==> config.mk <==
export PLATFORM = sky130hd
export DESIGN_NAME = vga_timing_gen_flat
export DESIGN_NICKNAME = d
export VERILOG_FILES = /design/src/rtl/vga_timing_gen_if.sv /design/src/rtl/vga_timing_gen.sv /design/src/flat_wrapper.sv
export SDC_FILE = /design/constraint.sdc
export NUM_CORES = 1
export LEC_CHECK = 0
export ABC_AREA = 1
export CAP_MARGIN = 10
export CORE_ASPECT_RATIO = 1.2
export CORE_MARGIN = 3
export CORE_UTILIZATION = 45
export CTS_CLUSTER_DIAMETER = 60
export DETAILED_ROUTE_END_ITERATION = 8
export HOLD_SLACK_MARGIN = 0.05
export MAX_ROUTING_LAYER = met4
export PLACE_DENSITY = 0.7
export SLEW_MARGIN = 20
export SYNTH_ARGS = -nofsm -noshare
export SYNTH_HDL_FRONTEND = slang
export SYNTH_SLANG_ARGS = --single-unit
==> constraint.sdc <==
create_clock -name clk -period 2.2 [get_ports clk]
set_input_delay 0.44 -clock clk [delete_from_list [all_inputs] [get_ports clk]]
set_output_delay 0.44 -clock clk [all_outputs]
set_load 0.02 [all_outputs]
==> src/rtl/vga_timing_gen_if.sv <==
// Interface carrying the video-timing bundle between the timing generator
// (master) and whatever consumes the raster position and syncs (slave).
interface vga_timing_gen_if;
    logic        en;
    logic [10:0] h_cnt;
    logic [10:0] v_cnt;
    logic        vga_dv_o;
    logic        vga_hs_o;
    logic        vga_vs_o;
    logic        sof_o;
    logic        eol_o;

    modport master (
        input  en,
        output h_cnt, v_cnt, vga_dv_o, vga_hs_o, vga_vs_o, sof_o, eol_o
    );

    modport slave (
        output en,
        input  h_cnt, v_cnt, vga_dv_o, vga_hs_o, vga_vs_o, sof_o, eol_o
    );
endinterface

==> src/rtl/vga_timing_gen.sv <==
// VGA raster timing generator. A two-level scan walks the horizontal phases
// (ACTIVE, FP, SYNC, BP) inside each line and the vertical phases inside each
// frame. All outputs are registered from the same next-state values as the
// counters, so they never skew against h_cnt/v_cnt.
module vga_timing_gen #(
    parameter int HRES   = 1600,
    parameter int VRES   = 900,
    parameter int HFP    = 24,
    parameter int HSW    = 80,
    parameter int HBP    = 96,
    parameter int VFP    = 1,
    parameter int VSW    = 3,
    parameter int VBP    = 96,
    parameter bit HS_POL = 1'b1,
    parameter bit VS_POL = 1'b1
) (
    input  logic               clk,
    input  logic               rst,
    vga_timing_gen_if.master   vga
);

    localparam int HTOT = HRES + HFP + HSW + HBP;
    localparam int VTOT = VRES + VFP + VSW + VBP;

    // Counters are 11 bits wide, so neither total may exceed 2048.
    generate
        if (HTOT > 2048 || VTOT > 2048) begin : g_rangeCheck
            $error("vga_timing_gen: HTOT (%0d) and VTOT (%0d) must be <= 2048", HTOT, VTOT);
        end
    endgenerate

    localparam logic [10:0] H_LAST       = 11'(HTOT - 1);
    localparam logic [10:0] H_EOL        = 11'(HRES - 1);
    localparam logic [10:0] H_FP_START   = 11'(HRES);
    localparam logic [10:0] H_SYNC_START = 11'(HRES + HFP);
    localparam logic [10:0] H_BP_START   = 11'(HRES + HFP + HSW);
    localparam logic [10:0] V_LAST       = 11'(VTOT - 1);
    localparam logic [10:0] V_FP_START   = 11'(VRES);
    localparam logic [10:0] V_SYNC_START = 11'(VRES + VFP);
    localparam logic [10:0] V_BP_START   = 11'(VRES + VFP + VSW);

    typedef enum logic [1:0] {H_ACTIVE, H_FP, H_SYNC, H_BP} hPhase_t;
    typedef enum logic [1:0] {V_ACTIVE, V_FP, V_SYNC, V_BP} vPhase_t;

    logic [10:0] r_hCnt;
    logic [10:0] r_vCnt;
    hPhase_t     r_hPhase;
    vPhase_t     r_vPhase;
    logic        r_dv;
    logic        r_hs;
    logic        r_vs;
    logic        r_sof;
    logic        r_eol;

    logic        w_hWrap;
    logic [10:0] w_hNext;
    logic [10:0] w_vNext;
    hPhase_t     w_hPhaseNext;
    vPhase_t     w_vPhaseNext;
    logic        w_dvNext;
    logic        w_hsNext;
    logic        w_vsNext;
    logic        w_sofNext;
    logic        w_eolNext;

    // Next scan position, next phases and the output decode of that position.
    // Zero-width porches/syncs are skipped by checking later phases first.
    always_comb begin
        w_hWrap      = (r_hCnt == H_LAST);
        w_hNext      = w_hWrap ? 11'd0 : r_hCnt + 11'd1;
        w_vNext      = r_vCnt;
        w_hPhaseNext = r_hPhase;
        w_vPhaseNext = r_vPhase;

        if (w_hNext == 11'd0)
            w_hPhaseNext = H_ACTIVE;
        else if ((HBP > 0) && (w_hNext == H_BP_START))
            w_hPhaseNext = H_BP;
        else if ((HSW > 0) && (w_hNext == H_SYNC_START))
            w_hPhaseNext = H_SYNC;
        else if ((HFP > 0) && (w_hNext == H_FP_START))
            w_hPhaseNext = H_FP;

        if (w_hWrap) begin
            w_vNext = (r_vCnt == V_LAST) ? 11'd0 : r_vCnt + 11'd1;
            if (w_vNext == 11'd0)
                w_vPhaseNext = V_ACTIVE;
            else if ((VBP > 0) && (w_vNext == V_BP_START))
                w_vPhaseNext = V_BP;
            else if ((VSW > 0) && (w_vNext == V_SYNC_START))
                w_vPhaseNext = V_SYNC;
            else if ((VFP > 0) && (w_vNext == V_FP_START))
                w_vPhaseNext = V_FP;
        end

        w_dvNext  = (w_hPhaseNext == H_ACTIVE) && (w_vPhaseNext == V_ACTIVE);
        w_hsNext  = (w_hPhaseNext == H_SYNC) ? HS_POL : !HS_POL;
        w_vsNext  = (w_vPhaseNext == V_SYNC) ? VS_POL : !VS_POL;
        w_sofNext = (w_hNext == 11'd0) && (w_vNext == 11'd0);
        w_eolNext = (w_hNext == H_EOL) && (w_vPhaseNext == V_ACTIVE);
    end

    // Scan state and registered outputs; reset parks the scan on the last
    // pixel of the frame so the first advance lands on (0,0). The reset phase
    // value only has to be "not ACTIVE" since the first advance reloads it.
    always_ff @(posedge clk or negedge rst) begin
        if (!rst) begin
            r_hCnt   <= H_LAST;
            r_vCnt   <= V_LAST;
            r_hPhase <= H_BP;
            r_vPhase <= V_BP;
            r_dv     <= 1'b0;
            r_hs     <= !HS_POL;
            r_vs     <= !VS_POL;
            r_sof    <= 1'b0;
            r_eol    <= 1'b0;
        end else if (vga.en) begin
            r_hCnt   <= w_hNext;
            r_vCnt   <= w_vNext;
            r_hPhase <= w_hPhaseNext;
            r_vPhase <= w_vPhaseNext;
            r_dv     <= w_dvNext;
            r_hs     <= w_hsNext;
            r_vs     <= w_vsNext;
            r_sof    <= w_sofNext;
            r_eol    <= w_eolNext;
        end
    end

    assign vga.h_cnt    = r_hCnt;
    assign vga.v_cnt    = r_vCnt;
    assign vga.vga_dv_o = r_dv;
    assign vga.vga_hs_o = r_hs;
    assign vga.vga_vs_o = r_vs;
    assign vga.sof_o    = r_sof;
    assign vga.eol_o    = r_eol;

endmodule

==> src/flat_wrapper.sv <==
// flat-port wrapper written by rule: the top's interface ports become plain ports
module vga_timing_gen_flat 
#(
    parameter int HRES   = 1600,
    parameter int VRES   = 900,
    parameter int HFP    = 24,
    parameter int HSW    = 80,
    parameter int HBP    = 96,
    parameter int VFP    = 1,
    parameter int VSW    = 3,
    parameter int VBP    = 96,
    parameter bit HS_POL = 1'b1,
    parameter bit VS_POL = 1'b1
)
  (clk, rst, vga_en, vga_h_cnt, vga_v_cnt, vga_vga_dv_o, vga_vga_hs_o, vga_vga_vs_o, vga_sof_o, vga_eol_o);
  vga_timing_gen_if vga_i ();
  input  logic clk;
  input  logic rst;
  input wire logic [$bits(vga_i.en)-1:0] vga_en;
  output wire logic [$bits(vga_i.h_cnt)-1:0] vga_h_cnt;
  output wire logic [$bits(vga_i.v_cnt)-1:0] vga_v_cnt;
  output wire logic [$bits(vga_i.vga_dv_o)-1:0] vga_vga_dv_o;
  output wire logic [$bits(vga_i.vga_hs_o)-1:0] vga_vga_hs_o;
  output wire logic [$bits(vga_i.vga_vs_o)-1:0] vga_vga_vs_o;
  output wire logic [$bits(vga_i.sof_o)-1:0] vga_sof_o;
  output wire logic [$bits(vga_i.eol_o)-1:0] vga_eol_o;
  assign vga_i.en = vga_en;
  assign vga_h_cnt = vga_i.h_cnt;
  assign vga_v_cnt = vga_i.v_cnt;
  assign vga_vga_dv_o = vga_i.vga_dv_o;
  assign vga_vga_hs_o = vga_i.vga_hs_o;
  assign vga_vga_vs_o = vga_i.vga_vs_o;
  assign vga_sof_o = vga_i.sof_o;
  assign vga_eol_o = vga_i.eol_o;
  vga_timing_gen #(.HRES(HRES), .VRES(VRES), .HFP(HFP), .HSW(HSW), .HBP(HBP), .VFP(VFP), .VSW(VSW), .VBP(VBP), .HS_POL(HS_POL), .VS_POL(VS_POL)) u_core (.clk(clk), .rst(rst), .vga(vga_i));
endmodule
Word level (Yosys, flattened, before mapping)
Index checks and enable logic that the tools add are counted.

word-level totals
  bits in registers = 31
  output and inout port bits = 27
  logic and storage cells = 44

operators by class
  $add $sub $neg = 2
  equal/unequal tests = 11
  muxes and demuxes = 14
  reductions and logical operators = 8

operator list
  kind                                                                      number
  11-bit equality test (second input constant)                              5
  11-bit by 10-bit equality test with 1-bit output (second input constant)  4
  11-bit logical NOT                                                        3
  11-bit two-way mux                                                        3
  11-bit by 1-bit adder with 11-bit output (second input constant)          2
  2-bit two-way mux                                                         9
  2-bit equality test (second input constant)                               2
  2-bit logical NOT                                                         2
  1-bit logical AND                                                         3
  1-bit two-way mux                                                         2

Logic depth before layout (Yosys ltp)
Gate-level depths: netlist (run 1).

  depth after elaboration = 10
  gate-level depth with buffers = 17
  mapped depth without buffers = 17

Least setup slack after synthesis (run 1)
No wires, ideal clock.

  path type = register to register
  from = register u_core.r_vCnt[0], in the netlist u_core.vga.v_cnt[0]
  to = register u_core.r_vs, in the netlist u_core.vga.vga_vs_o
  setup time = 0.118 ns
  arrival = 2.026 ns
  required time = 2.082 ns
  setup slack = 0.056 ns
  stages on the path, launching flop included = 15
  buffers on the path = 0
  period minus slack after synthesis = 2.144 ns
  cell sequence = dfstp_2 ha_1 nand2_2 nor2_4 nand3_4 nand3_2 nand2_2 nor2_4 nand3_2 nand2_1 nand2_1 nand2_1 o21ai_2 nand2_2 o21ai_2

between the ends
  cells in the longest elaborated chain, start to end = 10
  elaborated cells between the ends (all ways) = 14
  those cells by class = add/sub (1); eq/ne (5); mux (7); reduce/logical (1)

RTL lines
  item                                                                                                                 RTL line               source
  start: declaration                                                                                                   vga_timing_gen.sv:46   logic [10:0] r_vCnt;
  start signal: assignment                                                                                             vga_timing_gen.sv:119  r_vCnt <= w_vNext;
  11-bit by 1-bit adder with 11-bit output / 11-bit by 10-bit equality test with 1-bit output (equally long branches)  vga_timing_gen.sv:85   w_vNext = (r_vCnt == V_LAST) ? 11'd0 : r_vCnt + 11'd1;
  11-bit two-way mux (*)                                                                                               vga_timing_gen.sv:85
  11-bit by 10-bit equality test with 1-bit output                                                                     vga_timing_gen.sv:92   else if ((VFP > 0) && (w_vNext == V_FP_START))
  2-bit two-way mux                                                                                                    vga_timing_gen.sv:92
  2-bit two-way mux                                                                                                    vga_timing_gen.sv:90   else if ((VSW > 0) && (w_vNext == V_SYNC_START))
  2-bit two-way mux                                                                                                    vga_timing_gen.sv:88   else if ((VBP > 0) && (w_vNext == V_BP_START))
  2-bit two-way mux (*)                                                                                                vga_timing_gen.sv:86   if (w_vNext == 11'd0)
  2-bit two-way mux (*)                                                                                                vga_timing_gen.sv:84   if (w_hWrap) begin
  2-bit equality test (*)                                                                                              vga_timing_gen.sv:98   w_vsNext = (w_vPhaseNext == V_SYNC) ? VS_POL : !VS_POL;
  1-bit two-way mux (*)                                                                                                vga_timing_gen.sv:98
  end signal: assignment                                                                                               vga_timing_gen.sv:114  r_vs <= !VS_POL;
  end signal: assignment                                                                                               vga_timing_gen.sv:124  r_vs <= w_vsNext;
  end: declaration                                                                                                     vga_timing_gen.sv:51   logic r_vs;

Mark *: on every way between the ends. The rest lies on a longest branch, timed or not.
A chain may end at the register's enable or synchronous reset.

Worst setup path in the final report (run 1)
  from = register u_core.r_hCnt[1], in the netlist u_core.vga.h_cnt[1]
  to = register u_core.r_dv, in the netlist u_core.vga.vga_dv_o

between the ends
  cells in the longest elaborated chain, start to end = 9
  elaborated cells between the ends (all ways) = 15
  those cells by class = add/sub (1); eq/ne (4); mux (6); reduce/logical (4)

RTL lines
  item                                                                                     RTL line                                    source
  start: declaration                                                                       vga_timing_gen.sv:45                        logic [10:0] r_hCnt;
  start signal: assignment                                                                 vga_timing_gen.sv:118                       r_hCnt <= w_hNext;
  11-bit by 1-bit adder with 11-bit output / 11-bit equality test (equally long branches)  vga_timing_gen.sv:70, vga_timing_gen.sv:69
  11-bit two-way mux                                                                       vga_timing_gen.sv:70                        w_hNext = w_hWrap ? 11'd0 : r_hCnt + 11'd1;
  11-bit equality test                                                                     vga_timing_gen.sv:81                        else if ((HFP > 0) && (w_hNext == H_FP_START))
  2-bit two-way mux                                                                        vga_timing_gen.sv:81
  2-bit two-way mux                                                                        vga_timing_gen.sv:79                        else if ((HSW > 0) && (w_hNext == H_SYNC_START))
  2-bit two-way mux                                                                        vga_timing_gen.sv:77                        else if ((HBP > 0) && (w_hNext == H_BP_START))
  2-bit two-way mux                                                                        vga_timing_gen.sv:75                        if (w_hNext == 11'd0)
  2-bit logical NOT                                                                        vga_timing_gen.sv:96                        w_dvNext = (w_hPhaseNext == H_ACTIVE) && (w_vPhaseNext == V_ACTIVE);
  1-bit logical AND (*)                                                                    vga_timing_gen.sv:96
  end signal: assignment                                                                   vga_timing_gen.sv:122                       r_dv <= w_dvNext;
  end: declaration                                                                         vga_timing_gen.sv:49                        logic r_dv;

Marked as above.

==> results of run 1 <==
==> layout make-up <==
type | instances | area, um^2
timing repair buffer | 55 | 493.0
clock inverter | 1 | 5.005
clock buffer | 7 | 76.32
fill | 449 | 1854
inverter | 48 | 182.7
multi-input combinational | 280 | 1628
sequential | 31 | 800.8
tap | 60 | 75.07
==> worst paths after layout <==
path                                  endpoint                 from  slack [ns]
setup / recovery           u_core.vga.vga_dv_o  u_core.vga.h_cnt[1]        0.06
hold / removal              u_core.r_hPhase[1]   u_core.r_hPhase[1]        0.47
setup reg to reg           u_core.vga.vga_dv_o  u_core.vga.h_cnt[1]        0.06
hold reg to reg             u_core.r_hPhase[1]   u_core.r_hPhase[1]        0.47
max in group asynchronous  u_core.vga.v_cnt[8]                  rst        1.33
min in group asynchronous  u_core.vga.vga_vs_o                  rst        0.55
==> critical path, delay by kind of cell, from the launching register on <==
family,cells,cell delay [ns]
fa+ha+maj,1,0.17
buf+inv,1,0.10
simple gates,11,1.14
flops,1,0.56
compound gates,1,0.09
==> stage by stage <==
| stage | setup slack, ns | util | cell area, um^2 | std cells |
|---|---|---|---|---|
| global placement | 0.07829 | 0.5641 | 2885 | 462 |
| finish | 0.05672 | 0.6375 | 3261 | 482 |
| detailed placement | 0.03328 | 0.5641 | 2885 | 462 |
| floorplan | 0.05571 | - | 2464 | 367 |
| global route | -0.1508 | 0.6375 | 3261 | 482 |
| CTS | 0.01802 | 0.5800 | 2967 | 470 |
==> synth_stat cells <==
| cell | number | area (um^2) |
|---|---|---|
| dfstp_2 | 18 | 473.0 |
| nand2_2 | 10 | 62.56 |
| clkinv_1 | 1 | 3.750 |
| nor2_1 | 33 | 123.9 |
| o21ai_0 | 34 | 170.2 |
| nor2_2 | 7 | 43.79 |
| nor2_4 | 5 | 56.30 |
| o211ai_1 | 1 | 7.510 |
| nor4_1 | 1 | 6.260 |
| o31ai_2 | 1 | 12.51 |
| o21ai_1 | 3 | 15.01 |
| o21ai_2 | 2 | 17.52 |
| a21oi_2 | 3 | 26.28 |
| xnor2_1 | 1 | 8.760 |
| nor3_4 | 1 | 16.27 |
| clkbuf_1 | 4 | 15.01 |
| nand2_1 | 111 | 416.7 |
| nor3_1 | 2 | 10.01 |
| nor2_8 | 1 | 20.02 |
| inv_2 | 5 | 18.77 |
| inv_1 | 42 | 157.7 |
| nand4_1 | 11 | 68.82 |
| clkbuf_8 | 1 | 13.76 |
| a21o_1 | 1 | 7.510 |
| nand3_4 | 1 | 17.52 |
| nand2_4 | 1 | 11.26 |
| ha_1 | 6 | 75.07 |
| buf_2 | 1 | 5.000 |
| a211oi_1 | 1 | 7.510 |
| dfrtp_1 | 13 | 325.3 |
| nand3_2 | 4 | 40.04 |
| buf_4 | 2 | 15.01 |
| a21oi_1 | 3 | 15.01 |
| nand3_1 | 36 | 180.2 |
==> flip-flops by register name, indices dropped and copies added (netlist names) <==
signal	flops
u_core.vga.h_cnt	11
u_core.vga.v_cnt	11
u_core.r_hPhase	2
u_core.r_vPhase	2
u_core.vga.eol_o	1
u_core.vga.sof_o	1
u_core.vga.vga_dv_o	1
u_core.vga.vga_hs_o	1
u_core.vga.vga_vs_o	1
==> power groups by stage <==
| stage | Clock [mW] | Combinational [mW] | Sequential, mW |
|---|---|---|---|
| final | 0.432 | 1.25 | 0.911 |
| after global routing | 0.477 | 1.37 | 0.932 |
| after CTS | 0.444 | 1.02 | 0.883 |
| after detailed placement | 0 | 1.02 | 0.887 |
| after global placement | 0 | 1.01 | 0.889 |
| after floorplan | 0 | 0.516 | 0.994 |
==> timing repair <==
item	CTS	global route
endpoints found under the hold margin	0	0
setup endpoints to repair	0	9
setup buffers	0	12
gates resized for setup	0	57
==> cell families after synthesis <==
group	Yosys count	synth area share
simple gates	224	0.4358
buf+inv	56	0.09293
compound gates	49	0.1133
flops	31	0.3240
fa+ha+maj	6	0.03047
xor+xnor	1	0.003556
==> layer usage <==
layer  vias up  track usage  routed length (um)
li1       1290            -                   -
met3        23      0.03233                 337
met5         -            -                   0
met2        94       0.3581                3265
met1      1166       0.2484                2645
met4         0      0.09555                 222
==> flow_metrics.tcl, run 1 <==
set metrics [dict create \
    status "completed" \
    worstHoldPathCells 2 \
    antenna_cells 0 \
    path_max_fanout 5 \
    cpMostUsedCell "nand2_1" \
    tritoncts "done" \
    endpoint_kind "flop" \
    grt_overflow_total 0 \
    grt_setup_unrepaired "yes" \
    grt_pass1_vias 2401 \
    cap_viol_max_count 0 \
    die_w_um 73.55 \
    crit_path_start_kind "flop" \
    detail-route-antenna-nets 0 \
    irDropWorstVdd_uv 818.1 \
    clk_pin_slew_worst_paths_ns 0.06 \
    start_util 0.4817 \
    drtPass1Iterations 5 \
    routed_wirelength_um 6470 \
    nets 430 \
    cpPeakStageDelay_ns 0.56 \
    setup_viol 0 \
    internal-power_mw 1.465 \
    core_area_um2 5115 \
    grt_max_degree 44 \
    clkPwrFrac 0.166 \
    vias 2573 \
    ys_warn_count 0 \
    p_seq_frac 0.351 \
    p_per_area_nw_per_um2 796.6 \
    root_buffer "clkbuf_8" \
    hold_viol_final 0 \
    p_sw_frac 0.4360 \
    grt_use_total 0.2132 \
    fp.dieArea_um2 6402 \
    synth_nets 376 \
    post_drt_wl_per_cell_um 13.42 \
    numCtsBuffers 5 \
    synth_area_um2 2464 \
    crit_chain "ha_4 -> nand2_4 -> nor2_1 -> nand3_1 -> nand3_2 -> inv_1 -> nand2_1 -> a21o_1 -> nand2_1 -> nand2_1 -> nand2_1 -> nor2_1 -> nand3_1 -> nand2_1" \
    rows 28 \
    area_growth_pct 32.35 \
    io_pins 30 \
    viasPerCell 5.338 \
    max_freq_ghz 0.4666 \
    maxSlewHeadroom 0.7338 \
    synth-seq-cells 31 \
    die_h_um 87.06 \
    hpwl_um 4534 \
    syn_area_per_cell_um2 6.713 \
    ys_seq_area_frac 0.3240 \
    criticalPathCategory "flop to flop" \
    layout-drive-gt1-share 0.3033 \
    htreeDepth 2 \
    final.min_clock_period_ns 2.143 \
    cts.sinks 31 \
    gp_congestion 0.9404 \
    port_buffers 29 \
    post-route-period-util 0.9742 \
    insertion_delay_ns 0.28 \
    drv_slew 0 \
    tns_ns 0 \
    drc_errors 0 \
    slowest_stage "dfstp_2" \
    drt_iter0_markers 132 \
    netSwitchingPower_mw 1.132 \
    antenna_found_initial 0 \
    skew_ns 0.005265 \
    grt_pass1_wl_um 10460 \
    p_total_mw 2.597 \
    critical_path_arrival_ns 2.36 \
    leakagePower_nw 1.441 \
    final_cell_mix "nand2_1, inv_1, o21ai_0" \
    whs_ns 0.4700 \
    hold_buffers 0 \
    netlist-cell-type-count 34 \
    tightest_slew_ns 0.3993 \
    syn_inst 367 \
    p_comb_frac 0.483 \
    mostFrequentLayoutCell "nand2_1" \
    hold_class "flop to flop" \
    required_ns 2.42 \
    r2r_cells 14 \
    cts_buffer_depth 2 \
]
Power figures use the tool's default switching activity.
==> inputs of run 2 (changes only) <==
--- a/config.mk
+++ b/config.mk
@@ -6,15 +6,18 @@
 export NUM_CORES = 1
 export LEC_CHECK = 0
 export ABC_AREA = 1
+export ABC_CLOCK_PERIOD_IN_PS = 2200
 export CAP_MARGIN = 10
+export CELL_PAD_IN_SITES_DETAIL_PLACEMENT = 2
+export CELL_PAD_IN_SITES_GLOBAL_PLACEMENT = 2
 export CORE_ASPECT_RATIO = 1.2
 export CORE_MARGIN = 3
-export CORE_UTILIZATION = 45
+export CORE_UTILIZATION = 31
 export CTS_CLUSTER_DIAMETER = 60
 export DETAILED_ROUTE_END_ITERATION = 8
 export HOLD_SLACK_MARGIN = 0.05
 export MAX_ROUTING_LAYER = met4
-export PLACE_DENSITY = 0.7
+export PLACE_DENSITY = 0.83
 export SLEW_MARGIN = 20
 export SYNTH_ARGS = -nofsm -noshare
 export SYNTH_HDL_FRONTEND = slang
==> flow_metrics.tcl, run 2 (synthesis results as in run 1) <==
set metrics [dict create \
    p_total_mw 2.972 \
    endpoint_kind "flop" \
    root_buffer "clkbuf_8" \
    fp.dieArea_um2 9057 \
    drv_slew 0 \
    cts.sinks 31 \
    grt_overflow_total 0 \
    status "complete, but fails checks" \
    hpwl_um 6661 \
    max_freq_ghz 0.4337 \
    fin_ws_ns -0.1056 \
    layout-drive-gt1-share 0.4250 \
    htreeDepth 2 \
    path_max_fanout 4 \
    detail-route-antenna-nets 0 \
    endpoint "u_core.vga.vga_dv_o" \
    skew_ns 0.004973 \
    die_w_um 87.38 \
    die_h_um 103.7 \
    rr_endpoint "u_core.vga.vga_dv_o" \
    grt_max_degree 44 \
    drtPass1Iterations 4 \
    gp_congestion 0.8896 \
    violations "setup timing" \
    insertion_delay_ns 0.30 \
    hold_viol_final 0 \
    clk_pin_slew_worst_paths_ns 0.08 \
    rows 35 \
    cap_viol_max_count 0 \
    post_drt_wl_per_cell_um 21.15 \
    final_cell_mix "nand2_1, buf_4, inv_1, nand2_2, o21ai_0" \
    routed_wirelength_um 11250 \
    crit_path_start_kind "flop" \
    r2r-start "u_core.vga.h_cnt[1]" \
    hold_class "flop to flop" \
    grt_pass1_vias 3008 \
    r2r_cells 15 \
    required_ns 2.40 \
    port_buffers 29 \
    antenna_found_initial 0 \
    p_per_area_nw_per_um2 811.1 \
    irDropWorstVdd_uv 399.4 \
    mostFrequentLayoutCell "nand2_1" \
    ff2ff_setup_slack_ns -0.11 \
    core_area_um2 7707 \
    final.min_clock_period_ns 2.306 \
    area_growth_pct 48.76 \
    whs_ns 0.5045 \
    tritoncts "done" \
    tightest_slew_ns 0.4447 \
    critical_path_arrival_ns 2.50 \
    drc_errors 0 \
    critPathLaunch "u_core.vga.h_cnt[1]" \
    criticalPathCategory "flop to flop" \
    maxSlewHeadroom 0.7035 \
    setup_viol 7 \
    drt_iter0_markers 102 \
    start_util 0.3196 \
    post-route-period-util 1.048 \
    viasPerCell 5.419 \
    cts_buffer_depth 2 \
    grt_use_total 0.2157 \
    nets 448 \
    vias 2883 \
    io_pins 30 \
    numCtsBuffers 5 \
    leakagePower_nw 1.534 \
    antenna_cells 0 \
    grt_pass1_wl_um 15210 \
    grt_setup_unrepaired "yes" \
]
[run 2: cell types whose count changed in the layout (fill, tap and decap cells not counted), moves of 3 or more]
cell,before,now
buf_4,24,38
inv_1,39,33
inv_2,7,11
nand2_1,100,84
nand2_2,17,33
nand3_1,29,20
nand3_2,10,14
nand3_4,2,7
nor2_1,24,19
nor2_4,13,16
[run 2: area by class of cell]
type | count | area [um^2]
fill | 868 | 4043
inverter | 48 | 193.9
clock inverter | 1 | 5.005
multi-input combinational | 280 | 1814
clock buffer | 7 | 86.33
tap | 92 | 115.1
timing repair buffer | 73 | 648.1
sequential | 31 | 802.0
[run 2: worst min path at each step]
stage                                    from             endpoint  cells after the start
after CTS                  u_core.r_hPhase[1]   u_core.r_hPhase[1]                      2
after floorplan                           rst     u_core.vga.eol_o                      0
after detailed placement  u_core.vga.vga_dv_o  u_core.vga.vga_dv_o                      2
final                      u_core.r_hPhase[1]   u_core.r_hPhase[1]                      2
after global placement     u_core.r_hPhase[1]   u_core.r_hPhase[1]                      2
after global routing       u_core.r_hPhase[1]   u_core.r_hPhase[1]                      2
[run 2: report_power, final]
part           internal (mW)  switching [mW]  total (mW)
Combinational          0.589           0.953        1.54
Clock                  0.253           0.269       0.522
Sequential             0.727           0.181       0.908
Total                   1.57            1.40        2.97
[run 2: metrics by stage]
step / setup TNS [ns] / setup slack [ns] / cells / util / cell area [um^2]
floorplan: 0 / 0.05571 / 367 / - / 2464
global placement: -0.08959 / -0.07287 / 501 / 0.3864 / 2978
detailed placement: -0.3103 / -0.1599 / 501 / 0.3864 / 2978
CTS: 0 / 0.003104 / 513 / 0.4188 / 3228
global route: -1.430 / -0.2198 / 532 / 0.4755 / 3665
finish: -0.3150 / -0.1056 / 532 / 0.4755 / 3665
[run 2: worst max-delay path: stages (launching register included)]
cell     delay [ns]
dfstp_2        0.58
ha_4           0.21
nand2_8        0.09
nor2_4         0.11
nand3_4        0.17
nand2_4        0.11
nor2_4         0.05
nor2_4         0.17
nand2_2        0.09
a21o_1         0.19
nand2_2        0.08
nand2_1        0.06
nand2_1        0.08
nor2_2         0.05
nand3_1        0.10
nand2_1        0.06
[run 2: what timing repair did]
item | in CTS | in global routing
buffers inserted | 4 | 19
endpoints found under the setup margin | 7 | 9
hold buffers | 0 | 0
endpoints found under the hold margin | 0 | 0
gates resized for setup | 34 | 82
pin swaps | 13 | 41
[run 2: per-layer routing]
layer,wire length [um],global-route usage,vias up,part of all wire
met3,233,0.01989,31,0.021
met2,6171,0.3982,53,0.55
li1,-,-,1325,-
met4,371,0.04715,0,0.033
met5,0,-,-,0
met1,4477,0.2459,1474,0.40
==> inputs of run 3 (changes only) <==
--- a/config.mk
+++ b/config.mk
@@ -12,12 +12,13 @@
 export CELL_PAD_IN_SITES_GLOBAL_PLACEMENT = 2
 export CORE_ASPECT_RATIO = 1.2
 export CORE_MARGIN = 3
-export CORE_UTILIZATION = 31
+export CORE_UTILIZATION = 32
+export CTS_BUF_LIST = sky130_fd_sc_hd__clkbuf_8
 export CTS_CLUSTER_DIAMETER = 60
 export DETAILED_ROUTE_END_ITERATION = 8
 export HOLD_SLACK_MARGIN = 0.05
 export MAX_ROUTING_LAYER = met4
-export PLACE_DENSITY = 0.83
+export PLACE_DENSITY = 0.85
 export SLEW_MARGIN = 20
 export SYNTH_ARGS = -nofsm -noshare
 export SYNTH_HDL_FRONTEND = slang
==> flow_metrics.tcl, run 3 (synthesis results as in run 1) <==
set metrics [dict create \
    status "complete, but fails checks" \
    violations "setup timing" \
    grt_use_total 0.2495 \
    clk_pin_slew_worst_paths_ns 0.07 \
    drv_slew 0 \
    fp.dieArea_um2 8792 \
    hpwl_um 6666 \
    critical_path_arrival_ns 2.70 \
    tightest_slew_ns 0.4568 \
    p_per_area_nw_per_um2 871.2 \
    antenna_found_initial 0 \
    detail-route-antenna-nets 0 \
    drt_iter0_markers 107 \
    max_freq_ghz 0.3987 \
    mostFrequentLayoutCell "nand2_1" \
    fin_ws_ns -0.3079 \
    gp_congestion 0.8257 \
    grt_setup_unrepaired "yes" \
    routed_wirelength_um 12230 \
    viasPerCell 5.466 \
    post_drt_wl_per_cell_um 23.24 \
    grt_pass1_wl_um 16490 \
    p_seq_frac 0.299 \
    root_buffer "clkbuf_8" \
    netSwitchingPower_mw 1.419 \
    setup_viol 9 \
    hold_viol_final 0 \
    start_util 0.3348 \
    placed_cell_area_um2 2968 \
    area_growth_pct 42.86 \
    hold_buffers 0 \
    leakagePower_nw 1.528 \
    fin_area_um2 3520 \
    final.min_clock_period_ns 2.508 \
    insertion_delay_ns 0.31 \
    cts_buffer_depth 2 \
    ff2ff_setup_slack_ns -0.31 \
    io_pins 30 \
    drc_errors 0 \
    htreeDepth 2 \
    hold_class "flop to flop" \
    post-route-period-util 1.140 \
    port_buffers 29 \
    p_sw_frac 0.4629 \
    core_area_um2 7360 \
    required_ns 2.39 \
    layout-drive-gt1-share 0.3624 \
    grt_pass1_vias 3121 \
    numCtsBuffers 5 \
    final_cell_mix "nand2_1, buf_4, inv_1" \
    crit_path_start_kind "flop" \
    irDropWorstVdd_uv 535.5 \
    cap_viol_max_count 0 \
    criticalPathCategory "flop to flop" \
    grt_max_degree 44 \
    tritoncts "done" \
    vias 2875 \
    endpoint_kind "flop" \
    maxSlewHeadroom 0.6954 \
    path_max_fanout 6 \
    whs_ns 0.4832 \
    cts.sinks 31 \
    grt_overflow_total 0 \
    skew_ns 0.01399 \
    drtPass1Iterations 4 \
    antenna_cells 0 \
    rows 34 \
    dp_slack_ns -0.1846 \
    die_w_um 86.10 \
    p_comb_frac 0.495 \
    nets 444 \
    clkPwrFrac 0.206 \
    die_h_um 102.1 \
    internal-power_mw 1.647 \
]
run 3: cell types whose count changed in the layout (fill, tap and decap cells not counted), sizes merged:
cell,previous run,this run
buf,43,40
clkbuf,8,6
bufinv,0,1
run 3: stage by stage:
step	TNS (ns)	cells	power (mW)	util
2_1_floorplan	0	367	1.509	-
3_3_place_gp	-0.1388	498	1.978	0.4033
3_5_place_dp	-0.2869	498	2.023	0.4033
4_1_cts	0	515	2.756	0.4446
5_1_grt	-1.994	526	3.232	0.4782
6_report	-1.119	526	3.066	0.4782
run 3: worst paths after layout:
kind / startpoint / end / cells after the start
max: u_core.vga.h_cnt[1] / u_core.vga.vga_dv_o / 15
max reg2reg: u_core.vga.h_cnt[1] / u_core.vga.vga_dv_o / 15
min: u_core.r_hPhase[1] / u_core.r_hPhase[1] / 2
min in group asynchronous: rst / u_core.vga.h_cnt[3] / 2
max in group asynchronous: rst / u_core.vga.h_cnt[8] / 2
min reg2reg: u_core.r_hPhase[1] / u_core.r_hPhase[1] / 2
run 3: power groups by stage:
stage	clock network [mW]	logic, mW	registers, mW
floorplan	0	0.516	0.994
global placement	0	1.09	0.887
detailed placement	0	1.13	0.892
CTS	0.624	1.24	0.891
global route	0.671	1.62	0.939
finish	0.632	1.52	0.916
run 3: worst max-delay path: stages, from the launching register on:
cell and delay, ns:
dfstp_2 0.58, buf_4 0.17, nand2_2 0.10, nor2_4 0.20
nand2_1 0.15, nand2_2 0.19, nand3_4 0.11, nor2_4 0.13
nand2_1 0.07, a21o_1 0.20, nand2_2 0.09, nand2_1 0.07
nand2_1 0.09, nor2_1 0.06, nand3_1 0.09, nand2_1 0.06
run 3: timing repair:
action                     in CTS  in global routing
resized for setup              31                 48
pin swaps                      11                 14
buffers inserted                9                 11
hold endpoints to repair        0                  0
setup endpoints to repair       8                  9
run 3: cell type report:
class / count / area [um^2]
clock buffers: 6 / 82.58
clock inverters: 2 / 35.03
fillers: 855 / 3840
inverters: 48 / 191.4
multi-input cells: 280 / 1702
flip-flops and latches: 31 / 798.3
well taps: 90 / 112.6
repair buffers: 69 / 598.1
run 3: per-layer routing:
metal,vias up,part of all wire,GRT usage,wire [um]
met4,0,0.031,0.09501,375
li1,1315,-,-,-
met5,-,0,-,0
met3,31,0.032,0.02742,395
met2,78,0.54,0.4677,6610
met1,1451,0.40,0.2666,4845
==> variant 1, RTL diff (config.mk and constraints of run 3) <==
Make the reset (`rst`) synchronous in one clocked block.
--- a/src/rtl/vga_timing_gen.sv
+++ b/src/rtl/vga_timing_gen.sv
@@ -103,7 +103,7 @@
     // Scan state and registered outputs; reset parks the scan on the last
     // pixel of the frame so the first advance lands on (0,0). The reset phase
     // value only has to be "not ACTIVE" since the first advance reloads it.
-    always_ff @(posedge clk or negedge rst) begin
+    always_ff @(posedge clk) begin
         if (!rst) begin
             r_hCnt   <= H_LAST;
             r_vCnt   <= V_LAST;
Function: differs if rst is asserted again (counterexample within 4 cycles, from zero or initial values and one cycle with rst low); with rst held inactive, the same outputs for 10 cycles.
==> variant 1 against run 3 <==
- worst setup slack gained 0.34 ns
- sequential cell count is the same
- clock skew decreased by 0.0092 ns
- synthesized area decreased by 8.2%
- final area shrank 12%
- routed wire length shrank 18%
- utilization down 1.3 points
- non-clock buffer count decreased by 13
Power is not compared: it rests on default switching activity, and its combinational part moved more than twofold at a synthesized area within 25%.
==> variant 1: results (changes against run 3) <==
- Outcome: complete, no violations
* Number of global-route vias before repair: 2899 (-7.1%)
* Wire per inst: 20.0 um (-14%)
- Slowest CP cell: dfxtp_2
- The number of H-tree levels came to 2 (unchanged).
- Total global-route track usage: 23.8% (-1.1 points)
- The share of flip-flops with an asynchronous set or reset came to 0% (-100 points).
- The share of layout cells above drive strength 1 was 29.3% (-6.9 points).
* Root Driver: clkbuf_8
- Worst Path Arrival: 2.40 ns (-0.30 ns)
- Number of detailed-route iterations in the first pass: 4 (unchanged)
- The headroom to the max-slew limit is 69.5% (about the same).
* Count of filler cells inserted in the layout: 809 (-5.4%)
- The total number of nets in the final design was 426 (-4.1%).
* Number of antenna violations at the first check in global routing: 0 (unchanged)
- The number of CTS-inserted buffers is 5 (unchanged).
* Diode insertion count for antenna repair: 0 (unchanged)
* Input/output buffers: 29 (unchanged)
- Path type of the worst min-delay path: register to register
- First-pass GRT wire length: 14.4 mm (-13%)
- Vias per inst: 5.40 (-1.3%)
- The distinct cell type count after synthesis is 30 (-12%).
- Mapped Nets: 373 (-0.80%)
- Pin count of the biggest net entering global routing: 30 (-32%)
- Crit path max fanout: 3 (-3)
- The clock insertion delay at the later pin of the skew report came to 0.29 ns (-0.02 ns).
* Final period utilization: 98.5% (-16 points)
- Cell area after placement: 2770 sq um (-6.8%)
- The estimated wirelength of the detail-placed design came to 6.74 mm (+1.1%).
- Routability Congestion: 0.828 (+0.24%)
* Clock skew after layout: 0.00478 ns (-0.00922 ns)
- The stage delay of the slowest cell on the critical path is 0.37 ns (-0.21 ns).
* Clock slew at the register clock pins of the worst setup and hold paths: 0.07 ns (about the same)
- Cell types with the highest counts after synthesis: nand2_1, inv_1, nor2_1, dfxtp_1, nand3_1
- Synth Warn #: 0 (unchanged)
* Total overflow reported by the global router: 0 (unchanged)
* Post-synthesis sequential area ratio: 27.4% (-5.0 points)
* Leakage Power: 1.46 nW
* Longest Clk Path Bufs: 2 (unchanged)
* Number of DRC violations after detailed-routing iteration 0: 108 (+0.93%)
* Predominant post-synthesis flop cell: dfxtp_1
* Largest cells by area after synthesis: dfxtp_1, nand2_1, nand3_1
- IR analysis of the VDD net gives a maximum drop of 0.000302 V.
variant 1: area by class of cell:
class	count	area [sq um]	area share, %
Sequential cell	31	639	20.7
Tap cell	85	106	3.44
Clock buffer	5	68.8	2.22
Inverter	48	183	5.90
Multi-Input combinational cell	275	1600	51.7
Timing Repair Buffer	56	493	15.9
Clock inverter	1	3.75	0.121
variant 1: what timing repair did:
| action | in CTS | in global routing |
|---|---|---|
| endpoints found under the setup margin | 7 | 8 |
| pin swaps | 4 | 15 |
| hold buffers | 0 | 0 |
| hold endpoints to repair | 0 | 0 |
| buffers inserted | 3 | 4 |
| resized for setup | 14 | 49 |
variant 1: path summary, 6_finish.rpt:
path | to | from | slack, ns | cells past startpoint
setup / recovery | u_core.vga.eol_o$_SDFFE_PN0P_ | u_core.vga.v_cnt[0]$_SDFFE_PN1P_ | 0.03 | 17
hold reg to reg | u_core.vga.vga_vs_o$_SDFFE_PN0P_ | u_core.vga.vga_vs_o$_SDFFE_PN0P_ | 0.49 | 2
setup reg to reg | u_core.vga.eol_o$_SDFFE_PN0P_ | u_core.vga.v_cnt[0]$_SDFFE_PN1P_ | 0.03 | 17
hold / removal | u_core.vga.vga_vs_o$_SDFFE_PN0P_ | u_core.vga.vga_vs_o$_SDFFE_PN0P_ | 0.49 | 2
variant 1: kinds of logic (layout without fill, tap and decap cells):
kind of cell               Yosys count  after routing  synth area share [%]
DFF                                 31             31                  27.4
buffers and inverters               58            110                  9.90
and+or+nand+nor                    202            202                  43.0
AOI/OAI and AO/OA                   65             65                  15.5
xor gates and xnor gates             2              2                 0.774
adders and majority gates            6              6                  3.32
variant 1: worst max-delay path: cells and delay by family, from the launching register on:
family | cells | cell delay [ns]
simple gates | 15 | 1.44
fa+ha+maj | 1 | 0.18
flops | 1 | 0.37
compound gates | 1 | 0.11
variant 1: layer usage:
metal  global-route usage (%)  wire [um]
met5                        -          0
met4                     7.42        259
met2                     44.6       5560
met3                     2.77        202
met1                     25.1       4020
variant 1: metrics by stage:
| step | instances | power, mW | TNS (ns) | setup WS [ns] |
|---|---|---|---|---|
| 3_3_place_gp | 488 | 1.26 | -0.0498 | -0.0328 |
| 3_5_place_dp | 488 | 1.29 | -0.510 | -0.186 |
| 6_report | 501 | 1.82 | 0 | 0.0336 |
| 4_1_cts | 497 | 1.74 | 0 | 0.0277 |
| 2_1_floorplan | 364 | 1.05 | 0 | 0.121 |
| 5_1_grt | 501 | 1.94 | -0.949 | -0.191 |
variant 1: power breakdown:
part	internal, mW	switching, mW
Sequential	0.604	0.0534
Clock	0.206	0.227
Combinational	0.256	0.474
Total	1.07	0.754
==> variant 2, RTL diff (flow settings as in run 3) <==
Made on the original files. `HS_POL` is set to 1'b1 in 2 places; all go to 1'b0.
--- a/src/rtl/vga_timing_gen.sv
+++ b/src/rtl/vga_timing_gen.sv
@@ -11,7 +11,7 @@
     parameter int VFP    = 1,
     parameter int VSW    = 3,
     parameter int VBP    = 96,
-    parameter bit HS_POL = 1'b1,
+    parameter bit HS_POL = 1'b0,
     parameter bit VS_POL = 1'b1
 ) (
     input  logic               clk,
--- a/src/flat_wrapper.sv
+++ b/src/flat_wrapper.sv
@@ -9,7 +9,7 @@
     parameter int VFP    = 1,
     parameter int VSW    = 3,
     parameter int VBP    = 96,
-    parameter bit HS_POL = 1'b1,
+    parameter bit HS_POL = 1'b0,
     parameter bit VS_POL = 1'b1
 )
   (clk, rst, vga_en, vga_h_cnt, vga_v_cnt, vga_vga_dv_o, vga_vga_hs_o, vga_vga_vs_o, vga_sof_o, vga_eol_o);
Formal check against the unedited RTL: not equivalent (Yosys sat finds a counterexample within 4 cycles, from zero or initial values and one cycle with rst low).
==> variant 2 against run 3 <==
- the run still ends with setup timing left
- count of clock-buffer cells in the layout increased by 1
- final area increased by 2.3%
- sequential share of layout area decreased by 0.49 points
- routed wire length increased by 13%
- worst setup slack got worse by 0.079 ns
- power increased by 3.3%
- sequential cell count unchanged
- synthesized area decreased by 4.4%
==> variant 2: results (changes against run 3) <==
- Area share of buffers outside the clock network: 20.1% (+3.1 points)
- The clock network power came to 547 uW (-13%).
- The largest net degree at the start of global routing was 32 (-27%).
- The number of setup violations in the final report was 9 (unchanged).
- The aggregate global-route resource usage is 28.1% (+3.2 points).
- Routability Congestion: 0.855 (+3.5%)
* Number of global-route vias before repair: 3207 (+2.8%)
* Cell Area, Synth: 2350 sq um (-4.4%)
- The DRC violation total after the first TritonRoute iteration is 122 (+14%).
- Sum of met2 wire segment lengths after detailed routing: 7.41 mm (+12%)
- The routed length on met3 was 484 um (+23%).
- The total power consumption of the routed design was 3.17 mW (+3.3%).
- The total routed wirelength came to 13.9 mm (+13%).
- The clock tree buffer count of the final layout came to 7 (+1).
- The total number of nets in the final design was 433 (-2.5%).
* Total power density per cell area: 879 nW/um^2 (+0.95%)
- The cell internal power dissipation was 1.67 mW (+1.6%).
- Count of filler cells inserted in the layout: 763 (-11%)
* Post-synthesis sequential area ratio: 34.0% (+1.6 points)
* Max VDD drop: 0.000483 V (-9.7%)
- Synthesized instance count: 344 (-6.3%)
* Wire per inst: 27.1 um (+16%)
- Met1 Usage GRT: 28.8% (+2.1 points)
- Mapped Nets: 353 (-6.1%)
- The post-route met1 wirelength came to 5.11 mm (+5.5%).
- Global-route met3 utilization: 3.86% (+1.1 points)
- Cell types with the highest counts after synthesis: nand2_1, inv_1, nor2_1, o21ai_0, nand3_1
* Area occupied by multi-input gates: 1700 sq um (about the same)
* Count of inverters not on the clock network in the layout: 40 (-17%)
- The power share of the combinational group was 53.3% (+3.8 points).
* Violated checks: setup timing
* Cell area after placement: 2930 sq um (-1.4%)
- The total instance count after detailed placement is 479 (-3.8%).
- Number of buffers other than clock buffers in the final layout: 81 (+17%)
- The largest driver fanout on the critical path came to 5 (-1).
* Placement-stage worst setup slack: -0.0971 ns (+0.0874 ns)
- Clock skew after layout: 0.0115 ns (-0.00254 ns)
* Leakage Power: 1.60 nW (+4.5%)
* Via count: 2838 (-1.3%)
* Outcome: complete, but fails checks
* Sum of negative setup slack: -1.97 ns (-0.848 ns)
- Post-route setup slack: -0.387 ns (-0.0794 ns)
[variant 2: cell count changes after synthesis, sizes merged, moves of 2 or more]
cell,before,now
nand4,11,9
inv,47,39
nand2,122,124
nor3b,0,2
nor2,46,41
xor2,0,2
a21oi,6,1
o21bai,0,2
o21a,0,2
nand3,41,31
[variant 2: kinds of logic (layout without fill, tap and decap cells)]
family	after synthesis	in the layout	synth area share, %
simple gates	211	211	43.4
buf+inv	48	129	7.97
compound gates	45	45	10.4
flops	31	31	34.0
fa+ha+maj	6	6	3.19
xor+xnor	3	3	1.12
[variant 2: worst register-to-register path, delay by kind of cell (launching register included)]
family	cells	cell delay (ns)
adders and majority gates	1	0.16
and+or+nand+nor	9	1.33
AOI/OAI and AO/OA	1	0.16
buffers and inverters	2	0.31
DFF	1	0.57
[variant 2: repair_timing]
action                                 4_1_cts  5_1_grt
endpoints found under the hold margin        0        0
cloned                                       0        1
buffers inserted                             9       15
resized for setup                           50       40
hold buffers                                 0        0
pin swaps                                   18       19
setup endpoints to repair                    9       11
[variant 2: worst paths after layout]
kind	cells after the start	from	end
setup / recovery	13	u_core.vga.v_cnt[1]$_DFFE_PN1P_	u_core.vga.sof_o$_DFFE_PN0P_
hold / removal	2	u_core.r_hPhase[0]$_DFFE_PN1P_	u_core.r_hPhase[0]$_DFFE_PN1P_
setup reg to reg	13	u_core.vga.v_cnt[1]$_DFFE_PN1P_	u_core.vga.sof_o$_DFFE_PN0P_
hold reg to reg	2	u_core.r_hPhase[0]$_DFFE_PN1P_	u_core.r_hPhase[0]$_DFFE_PN1P_
max in group asynchronous	2	rst	u_core.vga.h_cnt[2]$_DFFE_PN1P_
min in group asynchronous	2	rst	u_core.vga.sof_o$_DFFE_PN0P_
